$ cat src/rtl/inertial_integrator_cal.sv
// Pitch integrator for the balance loop: offset-compensated gyro integration with accel fusion
// nudging, runtime offset calibration by averaging, two-stage pipeline and saturating accumulator.
module inertial_integrator_cal #(
    parameter int unsigned  W           = 16,
    parameter int unsigned  FRAC        = 11,
    parameter int unsigned  FUSE_STEP   = 1024,
    parameter int           FUDGE       = 327,
    parameter int unsigned  FUDGE_SHIFT = 13,
    parameter int unsigned  CAL_LOG2    = 8,
    parameter logic [W-1:0] RT_OFF_DFLT = 16'h03C2,
    parameter logic [W-1:0] AZ_OFF_DFLT = 16'hFE80
) (
    input  logic         clk,
    input  logic         rst,
    input  logic         vld,
    input  logic [W-1:0] ptch_rt,
    input  logic [W-1:0] AZ,
    input  logic         cal_start,
    output logic [W-1:0] ptch,
    output logic         ptch_vld,
    output logic         cal_busy,
    output logic         cal_done,
    output logic         sat
);

    localparam int unsigned INT_W = W + FRAC;
    localparam int unsigned SUM_W = W + CAL_LOG2;
    localparam int unsigned NXT_W = INT_W + 2;

    localparam logic signed [NXT_W-1:0] MaxV  = $signed({3'b000, {(INT_W-1){1'b1}}});
    localparam logic signed [NXT_W-1:0] MinV  = $signed({3'b111, {(INT_W-1){1'b0}}});
    localparam logic signed [NXT_W-1:0] StepP = NXT_W'(FUSE_STEP);
    localparam logic signed [NXT_W-1:0] StepN = -StepP;
    localparam logic signed [2*W-1:0]   FudgeX = (2*W)'(FUDGE);

    typedef enum logic {StRun = 1'b0, StCal = 1'b1} state_e;

    state_e              state_q, state_d;
    logic [INT_W-1:0]    ptch_int_q, ptch_int_d;
    logic [W-1:0]        rt_off_q, rt_off_d, az_off_q, az_off_d;
    logic [SUM_W-1:0]    sum_rt_q, sum_rt_d, sum_az_q, sum_az_d;
    logic [CAL_LOG2-1:0] cnt_q, cnt_d;
    logic [W-1:0]        rt_comp_q, rt_comp_d, az_comp_q, az_comp_d;
    logic                v1_q, v1_d;
    logic                ptch_vld_q, ptch_vld_d;
    logic                cal_done_q, cal_done_d;
    logic                sat_q, sat_d;

    logic signed [2*W-1:0]  prod;
    logic signed [W-1:0]    acc_p, ptch_s;
    logic signed [NXT_W-1:0] step, nxt;
    logic                   clamp_hi, clamp_lo;
    logic [SUM_W-1:0]       sum_rt_nxt, sum_az_nxt;

    // Second pipeline stage: fusion step and clamped integrator update.
    always_comb begin
        prod     = $signed({{W{az_comp_q[W-1]}}, az_comp_q}) * FudgeX;
        acc_p    = W'(prod >>> FUDGE_SHIFT);
        ptch_s   = $signed(ptch_int_q[INT_W-1:FRAC]);
        step     = (acc_p > ptch_s) ? StepP : StepN;
        nxt      = $signed({{2{ptch_int_q[INT_W-1]}}, ptch_int_q})
                 - $signed({{(NXT_W-W){rt_comp_q[W-1]}}, rt_comp_q})
                 + step;
        clamp_hi = nxt > MaxV;
        clamp_lo = nxt < MinV;
        sum_rt_nxt = sum_rt_q + {{CAL_LOG2{ptch_rt[W-1]}}, ptch_rt};
        sum_az_nxt = sum_az_q + {{CAL_LOG2{AZ[W-1]}}, AZ};
    end

    always_comb begin
        state_d    = state_q;
        ptch_int_d = ptch_int_q;
        rt_off_d   = rt_off_q;
        az_off_d   = az_off_q;
        sum_rt_d   = sum_rt_q;
        sum_az_d   = sum_az_q;
        cnt_d      = cnt_q;
        rt_comp_d  = rt_comp_q;
        az_comp_d  = az_comp_q;
        v1_d       = 1'b0;
        ptch_vld_d = 1'b0;
        cal_done_d = 1'b0;
        sat_d      = sat_q;
        unique case (state_q)
            StRun: begin
                if (cal_start) begin
                    // Any sample in flight is discarded on entry to calibration.
                    state_d  = StCal;
                    sum_rt_d = '0;
                    sum_az_d = '0;
                    cnt_d    = '0;
                    sat_d    = 1'b0;
                end else begin
                    if (vld) begin
                        rt_comp_d = ptch_rt - rt_off_q;
                        az_comp_d = AZ - az_off_q;
                    end
                    v1_d = vld;
                    if (v1_q) begin
                        ptch_vld_d = 1'b1;
                        if (clamp_hi) begin
                            ptch_int_d = MaxV[INT_W-1:0];
                            sat_d      = 1'b1;
                        end else if (clamp_lo) begin
                            ptch_int_d = MinV[INT_W-1:0];
                            sat_d      = 1'b1;
                        end else begin
                            ptch_int_d = nxt[INT_W-1:0];
                        end
                    end
                end
            end
            StCal: begin
                if (vld) begin
                    sum_rt_d = sum_rt_nxt;
                    sum_az_d = sum_az_nxt;
                    cnt_d    = cnt_q + CAL_LOG2'(1);
                    if (cnt_q == '1) begin
                        state_d    = StRun;
                        rt_off_d   = sum_rt_nxt[SUM_W-1:CAL_LOG2];
                        az_off_d   = sum_az_nxt[SUM_W-1:CAL_LOG2];
                        ptch_int_d = '0;
                        cal_done_d = 1'b1;
                    end
                end
            end
            default: state_d = StRun;
        endcase
    end

    always_ff @(posedge clk) begin
        if (rst) begin
            state_q    <= StRun;
            ptch_int_q <= '0;
            rt_off_q   <= RT_OFF_DFLT;
            az_off_q   <= AZ_OFF_DFLT;
            sum_rt_q   <= '0;
            sum_az_q   <= '0;
            cnt_q      <= '0;
            rt_comp_q  <= '0;
            az_comp_q  <= '0;
            v1_q       <= 1'b0;
            ptch_vld_q <= 1'b0;
            cal_done_q <= 1'b0;
            sat_q      <= 1'b0;
        end else begin
            state_q    <= state_d;
            ptch_int_q <= ptch_int_d;
            rt_off_q   <= rt_off_d;
            az_off_q   <= az_off_d;
            sum_rt_q   <= sum_rt_d;
            sum_az_q   <= sum_az_d;
            cnt_q      <= cnt_d;
            rt_comp_q  <= rt_comp_d;
            az_comp_q  <= az_comp_d;
            v1_q       <= v1_d;
            ptch_vld_q <= ptch_vld_d;
            cal_done_q <= cal_done_d;
            sat_q      <= sat_d;
        end
    end

    assign ptch     = ptch_int_q[INT_W-1:FRAC];
    assign ptch_vld = ptch_vld_q;
    assign cal_busy = (state_q == StCal);
    assign cal_done = cal_done_q;
    assign sat      = sat_q;

endmodule

$ cat config.mk
export PLATFORM = sky130hd
export DESIGN_NAME = inertial_integrator_cal
export DESIGN_NICKNAME = d
export VERILOG_FILES = /design/src/rtl/inertial_integrator_cal.sv
export SDC_FILE = /design/constraint.sdc
export NUM_CORES = 1
export LEC_CHECK = 0
export BUFFER_PORTS_ARGS = -buffer_cell sky130_fd_sc_hd__buf_2
export CELL_PAD_IN_SITES_DETAIL_PLACEMENT = 1
export CELL_PAD_IN_SITES_GLOBAL_PLACEMENT = 1
export CORE_ASPECT_RATIO = 0.7
export CORE_MARGIN = 2
export CORE_UTILIZATION = 49
export CTS_CLUSTER_SIZE = 14
export DETAILED_ROUTE_END_ITERATION = 8
export GPL_TIMING_DRIVEN = 0
export PLACE_DENSITY_LB_ADDON = 0.1
export SLEW_MARGIN = 30
export SYNTH_ARGS = -nofsm -noshare
export SYNTH_HDL_FRONTEND = slang
export SYNTH_SLANG_ARGS = --single-unit
$ cat constraint.sdc
create_clock -name clk -period 11.5 [get_ports clk]
set_clock_uncertainty 0.15 [all_clocks]
set_input_delay 2.875 -clock clk [delete_from_list [all_inputs] [get_ports clk]]
set_output_delay 2.875 -clock clk [all_outputs]
set_load 0.05 [all_outputs]
# After elaboration in Yosys (flattened, before gate mapping)
# Index checks and enable logic that the tools add are counted.
totals:
  ff_bits: 152
  latch_bits: 0
  ramBits: 0
  romBits: 0
  input_bits: 36
  output_inout_bits: 20
  n_memories: 0
op_classes:
  addsub: 7
  mul: 1
  div_mod_pow: 0
  magnitude_cmp: 3
  eq_ne: 6
  n_shift: 0
  mux: 26
  n_bitwise: 3
  reduce_logical: 9
op_table:
  columns: ["cell", "count"]
  rows:
  - ["27-bit two-way mux", 6]
  - ["24-bit one-hot mux with 2 select lines", 2]
  - ["24-bit two-way mux", 3]
  - ["27-bit one-hot mux with 2 select lines", 1]
  - ["24-bit adder", 2]
  - ["16-bit subtractor", 2]
  - ["28-bit by 29-bit adder with 29-bit output", 1]
  - ["29-bit by 27-bit > comparator with 1-bit output, second input constant", 1]
  - ["29-bit by 27-bit less-than comparator with 1-bit output, second input constant", 1]
  - ["29-bit two-way mux", 1]
  - ["27-bit by 16-bit subtractor with 28-bit output", 1]
  - ["16-bit by 10-bit multiplier with 26-bit output, second input constant", 1]
  - ["13-bit by 16-bit > comparator with 1-bit output", 1]
  - ["8-bit two-way mux", 2]
  - ["8-bit one-hot mux with 2 select lines", 1]
  - ["1-bit two-way mux", 9]
  - ["3-bit AND reduction", 3]
  - ["8-bit by 1-bit adder with 8-bit output, second input constant", 1]
  - ["8-bit equality test, second input constant", 1]
  - ["2-bit != test, second input constant", 4]
  - ["3-bit OR reduction", 2]
  - ["4-bit AND reduction", 1]
  - ["1-bit inverter", 3]
  - ["3-bit nonzero test", 1]
  - ["other kinds (4)", 4]

# Longest topological paths before layout
# Gate-level depths: netlist of the first run.
depth:
  depth_word: 10
  depth_mapped: 40
  ltp_nobuf: 39

# Worst setup path before layout of the first run
# No wires, ideal clock.
synth_path:
  path_kind: "register -> register"
  start: "reg az_comp_q[8]"
  end: "reg ptch_int_q[12]"
  setup_ps: 122
  arrival_time_ps: 9978
  required_ps: 11228
  setup_slack_ps: 1250
  stages_incl_launch_ff: 40
  n_path_buf: 1
  period_less_slack_ps: 10250
  path_cell_list: "dfxtp_1 ha_1 ha_1 inv_1 fa_1 inv_1 fa_1 inv_1 fa_1 inv_1 ha_1 a21oi_1 nand3_1 o311ai_0 a211oi_1 o31ai_1 o31ai_1 a21o_1 (+4 left out) inv_1 a2111oi_0 a221o_1 a21oi_1 fa_1 inv_1 ha_1 a21o_1 a221o_1 nand3b_1 a21oi_2 o31ai_2 maj3_2 o221a_2 o211ai_4 nor2_4 buf_6 a221o_1"
synth_via:
  elab_chain_cells: 10
  word_cells_on_any_way: 11
  cone_classes: "1 x add/sub; 1 x mul; 3 x order compare; 6 x mux"
synth_rtl:
  columns: ["item", "line_no", "text"]
  rows:
  - ["start, declared", "43", "logic [W-1:0] rt_comp_q, rt_comp_d, az_comp_q, az_comp_d;"]
  - ["start signal, assigned", "155", "az_comp_q <= az_comp_d;"]
  - ["16-bit by 10-bit multiplier with 26-bit output (*)", "57", "prod = $signed({{W{az_comp_q[W-1]}}, az_comp_q}) * FudgeX;"]
  - ["13-bit by 16-bit > comparator with 1-bit output (*)", "60", "step = (acc_p > ptch_s) ? StepP : StepN;"]
  - ["29-bit two-way mux (*)", "60", null]
  - ["28-bit by 29-bit adder with 29-bit output (*)", "63", "+ step;"]
  - ["29-bit by 27-bit less-than comparator with 1-bit output", "65", "clamp_lo = nxt < MinV;"]
  - ["27-bit two-way mux", "104", "end else if (clamp_lo) begin"]
  - ["27-bit two-way mux (*)", "101", "if (clamp_hi) begin"]
  - ["27-bit two-way mux (*)", "99", "if (v1_q) begin"]
  - ["27-bit two-way mux (*)", "86", "if (cal_start) begin"]
  - ["27-bit one-hot mux with 2 select lines (*)", "84", "unique case (state_q)"]
  - ["end signal, assigned", "148", "ptch_int_q <= ptch_int_d;"]
  - ["end, declared", "39", "logic [INT_W-1:0] ptch_int_q, ptch_int_d;"]
# Every way passes the cells marked *; elsewhere a longest branch is shown, timed or not. The select of a mux whose other input is x is not followed.
# A chain may end at the register's enable or synchronous reset.

# Worst setup path after layout of the first run
layout_path:
  start: "reg az_comp_q[8]"
  end: "reg ptch_int_q[25]"
# Same word-level chain as after synthesis.

==> metrics.txt, run 1 <==
setup TNS 0 ps; ys flop type dfxtp_1; row cnt 51; post-synth top area share 0.221; antenna violations before repair 0; sequential area share after synthesis 0.221; count of cell types in the netlist 69; Final Hold Fails 0; # DRC 0; Setup CP Type reg -> reg; most frequent cells after synthesis inv_1 (233), ha_1 (212), dfxtp_1 (152), nor2_1 (131), nand2_1 (126); grt total ovfl 0; Initial Util 0.497; share of cells above drive strength 1 0.0817; cell area after synthesis 13,800 sq um; die footprint 29,500 sq um; CTS Hold Bufs 0; Slew @ Worst Pin 977 ps; post-DP HPWL 33.1 mm; post-route ant nets 0; fin crit share 0.961; Total GRT Usage 0.284; clock root buffer clkbuf_16; relative slew slack 0.340; largest net degree at the start of global routing 17; fin util 0.552; cell mode on critical path ha_1; CP required 11,670 ps; Worst setup SP type register; Num CTS Buffers 17; endpoint type of the worst setup path register; CP Max Fanout 10; number of synthesized flops with an enable pin 0; CP peak stage delay 550 ps; CTS sink cnt 152; n_diodes 0; IO Port Bufs 54; Placed Instances 2,072; fmax 0.0905 GHz; drt wl/cell 19.5 microns; GPL Wtd Cong 0.858; status finished clean; cell with the most instances after synthesis inv_1; FF+latch count, synth 152; I/O pins 56; Iter 0 DRT Violations 663; Clock Tree Buf Depth 2; cell taking the most area after synthesis dfxtp_1; area grow syn2layout 11.0%; Max Slew Vio Count 0; via count 12,200; synth warn 0; area of the core 27,700 sq um; mean post-synth cell area 8.37 sq um; RSZ-0062 raised after global routing false; Reg clk slew, reported paths 70 ps; min cycle time layout 11,050 ps; vias in the first global route 12,600; CP max-delay cell fa_1; Fin Hold WS 305 ps; worst min-delay path class reg -> reg; Die Wd 204 microns; post-synthesis cell count 1,646; Syn Nets 1,958; Worst EP arrival 11,220 ps; count of final setup violators 0; CTS tree yes; die span in y 144 microns; synth top area cells dfxtp_1 (22%), ha_1 (19%), fa_1 (9.3%); Via density 5.76; drt pass-1 iters 5; CTS H-tree lvls 4; global-route wire length before repair 65.5 mm; worst-skew pair later-pin latency 440 ps; Async SR Flop Fraction 0; Post-Route WL 41.2 mm; Max Cap Viol 0; fin nets 2,038; fin cells 2,110
[routing by layer]
layer  wire length (microns)  part of all wire  global-route usage  vias to the layer above
li1                        -                 -                   -                     5844
met1                   20200              0.49               0.407                     6046
met2                   18600              0.45               0.456                      231
met3                    1970             0.048              0.0415                       39
met4                     454             0.011              0.0542                        0
met5                       0                 0                   0                        -
[per-stage QoR]
stage               instance area, sq um  setup WS [ps]
floorplan                          13800           1250
global placement                   14500          -1390
detailed placement                 14500           -859
CTS                                15200           86.0
global route                       15300           32.2
finish                             15300            450
[flip-flops by register name, indices dropped and copies added, names as in the netlist]
name,flops
ptch_int_q,27
sum_az_q,24
sum_rt_q,24
az_comp_q,16
az_off_q,16
rt_comp_q,16
rt_off_q,16
cnt_q,8
cal_busy,1
cal_done,1
ptch_vld,1
sat,1
v1_q,1
[logic make-up (layout without fill, tap and decap cells)]
| family | after synthesis | after routing | share of synthesized area |
|---|---|---|---|
| flops | 152 | 152 | 0.221 |
| xor+xnor | 101 | 101 | 0.0642 |
| fa+ha+maj | 277 | 277 | 0.287 |
| buf+inv | 288 | 381 | 0.0835 |
| simple gates | 399 | 399 | 0.132 |
| compound gates | 428 | 428 | 0.212 |
| mux | 1 | 1 | 0.000727 |
[layout by cell type, fill, tap and decap left out, types with 4 or more instances in the layout]
master,Yosys,routed
a211oi_1,15,14
a21boi_0,5,5
a21o_1,43,43
a21oi_1,122,121
a221o_1,18,18
a22o_1,26,26
a22oi_1,29,29
a31oi_1,7,7
and2_1,7,7
and3_1,14,14
buf_2,1,55
buf_4,16,23
clkbuf_1,34,34
clkbuf_16,0,17
dfxtp_1,152,151
fa_1,64,64
ha_1,212,212
inv_1,233,232
nand2_1,126,126
nand2b_1,17,17
nand3_1,26,26
nand4_1,10,10
nor2_1,131,131
nor2b_1,14,14
nor3_1,25,23
o211ai_1,14,14
o21a_1,22,22
o21ai_0,60,60
o21bai_1,11,11
o22ai_1,5,5
o31a_1,4,4
o31ai_1,8,7
o41ai_1,7,7
or2_2,6,6
or3_1,6,6
xnor2_1,61,61
xor2_1,40,39
[layout make-up]
class                           count  area, sq um
Clock buffer                       19          453
Inverter                          233          875
Clock inverter                     13          166
Sequential cell                   152         3040
Buffer                             55          275
Tap cell                          371          464
Fill cell                        3375        12400
Timing Repair Buffer               61          323
Multi-Input combinational cell   1206         9680
[worst paths after layout]
| check | depth (start not counted) | to | startpoint | slack (ps) |
|---|---|---|---|---|
| min | 2 | rt_comp_q[9] | rt_comp_q[9] | 310 |
| max reg2reg | 39 | ptch_int_q[25] | az_comp_q[8] | 450 |
| min reg2reg | 2 | rt_comp_q[9] | rt_comp_q[9] | 310 |
| max | 39 | ptch_int_q[25] | az_comp_q[8] | 450 |
[worst max-delay path: cells and delay by family, from the launching register on]
family | cells | cell delay (ps)
fa+ha+maj | 10 | 3900
xor+xnor | 1 | 100
compound gates | 16 | 4050
simple gates | 6 | 1460
flops | 1 | 520
buf+inv | 6 | 720
[repair_timing]
item                       CTS  global route
setup buffers                3             3
gates resized for setup      5             7
setup endpoints to repair   27            26
pin swaps                    0             2
Power of run 1 is left out: the tool's default activity adds up to more than one toggle a clock period on the data nets, which glitch-free logic cannot reach.
==> inputs of run 2 (changes only) <==
--- a/config.mk
+++ b/config.mk
@@ -15,3 +15,2 @@
 export DETAILED_ROUTE_END_ITERATION = 8
-export GPL_TIMING_DRIVEN = 0
 export PLACE_DENSITY_LB_ADDON = 0.1
==> constraint.sdc (replaced) <==
create_clock -name clk -period 11.7 [get_ports clk]
set_clock_uncertainty 0.15 [all_clocks]
set_input_delay 2.925 -clock clk [delete_from_list [all_inputs] [get_ports clk]]
set_output_delay 2.925 -clock clk [all_outputs]
set_load 0.01 [all_outputs]
==> metrics.txt, run 2 (synthesis results as in run 1) <==
Worst setup SP type register; most frequent cells in the layout inv_1 (232), ha_1 (212), dfxtp_1 (151), nor2_1 (129), nand2_1 (126); fmax 0.0922 GHz; GPL Wtd Cong 0.856; Clock Tree Buf Depth 2; Initial Util 0.497; Post-Route WL 37.9 mm; post-route ant nets 0; RSZ-0062 raised after global routing false; Largest regs ptch_int_q (27), sum_az_q (24), sum_rt_q (24); row cnt 51; drt pass-1 iters 5; drt wl/cell 18.4 microns; IO Port Bufs 55; fin nets 1,985; CP required 11,940 ps; grt total ovfl 0; Max Slew Vio Count 0; Worst EP arrival 11,080 ps; setup TNS 0 ps; worst-skew pair later-pin latency 450 ps; endpoint type of the worst setup path register; worst min-delay path class reg -> reg; share of cells above drive strength 1 0.0730; global-route wire length before repair 61.3 mm; CP max-delay cell fa_1; Biggest register ptch_int_q; antenna violations before repair 1; Slew @ Worst Pin 861 ps; Setup CP Type reg -> reg; CTS sink cnt 152; area grow syn2layout 8.90%; CTS Hold Bufs 0; n_diodes 0; CTS H-tree lvls 4; Die Wd 204 microns; Via density 5.67; CP peak stage delay 550 ps; Max Cap Viol 0; via count 11,700; fin crit share 0.927; count of final setup violators 0; Iter 0 DRT Violations 563; CP endpoint ptch_int_q[20]; Reg2Reg Depth 39; post-CTS resize count 0; relative slew slack 0.423; cell mode on critical path a21o_1; flop2flop setup slack 860 ps; die footprint 29,500 sq um; post-CTS setup buffers 0; CTS tree yes; vias in the first global route 11,800; fill count 3,391; I/O pins 56; post-DP HPWL 30.0 mm; largest net degree at the start of global routing 86; Final Hold Fails 0; most common cell after layout, fill and taps aside inv_1; Total GRT Usage 0.264; reg2reg start az_comp_q[7]; # DRC 0; Reg clk slew, reported paths 60 ps; status finished clean; RR Endpoint ptch_int_q[20]; crit path launch az_comp_q[7]; min cycle time layout 10,840 ps; CP Max Fanout 16; clock root buffer clkbuf_16; Num CTS Buffers 17; Largest register FFs 27; area of the core 27,700 sq um; die span in y 144 microns
-- run 2: changes by cell type in the layout (fill, tap and decap cells not counted), moves of 3 or more --
cell	previous run	this run
buf_4	23	8
inv_6	3	0
buf_1	3	0
clkbuf_1	34	2
nor2_2	0	3
-- run 2: how the worst min path moves through the flow --
stage	from	endpoint	slack (ps)	cells after the start
2_1_floorplan	az_off_q[2]	az_off_q[2]	280	2
3_3_place_gp	rt_off_q[12]	rt_off_q[12]	290	2
3_5_place_dp	rt_comp_q[7]	rt_comp_q[7]	300	2
4_1_cts	rt_comp_q[7]	rt_comp_q[7]	310	2
5_1_grt	rt_comp_q[9]	rt_comp_q[9]	340	2
6_report	rt_comp_q[7]	rt_comp_q[7]	310	2
-- run 2: per-layer routing --
| layer | vias to the layer above | track usage | routed length (microns) |
|---|---|---|---|
| met4 | 0 | 0.0553 | 393 |
| met3 | 28 | 0.0385 | 1350 |
| li1 | 5737 | - | - |
| met1 | 5734 | 0.376 | 19300 |
| met2 | 166 | 0.425 | 16900 |
| met5 | - | 0 | 0 |
-- run 2: cell type report --
class                      instances  area, sq um  area share
inverter                         233          875      0.0583
sequential                       152         3040       0.203
multi-input combinational       1206         9620       0.642
timing repair buffer              63          358      0.0239
clock inverter                     8          143     0.00951
clock buffer                      23          488      0.0325
tap                              371          464      0.0310
-- run 2: critical path, delay by kind of cell (launching register included) --
family | cells | cell delay [ps]
fa+ha+maj | 9 | 3630
flops | 1 | 470
buf+inv | 6 | 530
simple gates | 3 | 980
compound gates | 20 | 4650
xor+xnor | 1 | 380
-- run 2: stage by stage --
stage	hold WS [ps]	setup WS [ps]	std cells	utilization	cell area, sq um
after floorplan	275	1450	1646	-	13800
after global placement	287	846	2024	0.517	14300
after detailed placement	299	331	2024	0.517	14300
after CTS	308	221	2055	0.540	15000
after global routing	336	72.9	2056	0.541	15000
final	306	855	2056	0.541	15000
Power of run 2 is left out for the same reason.
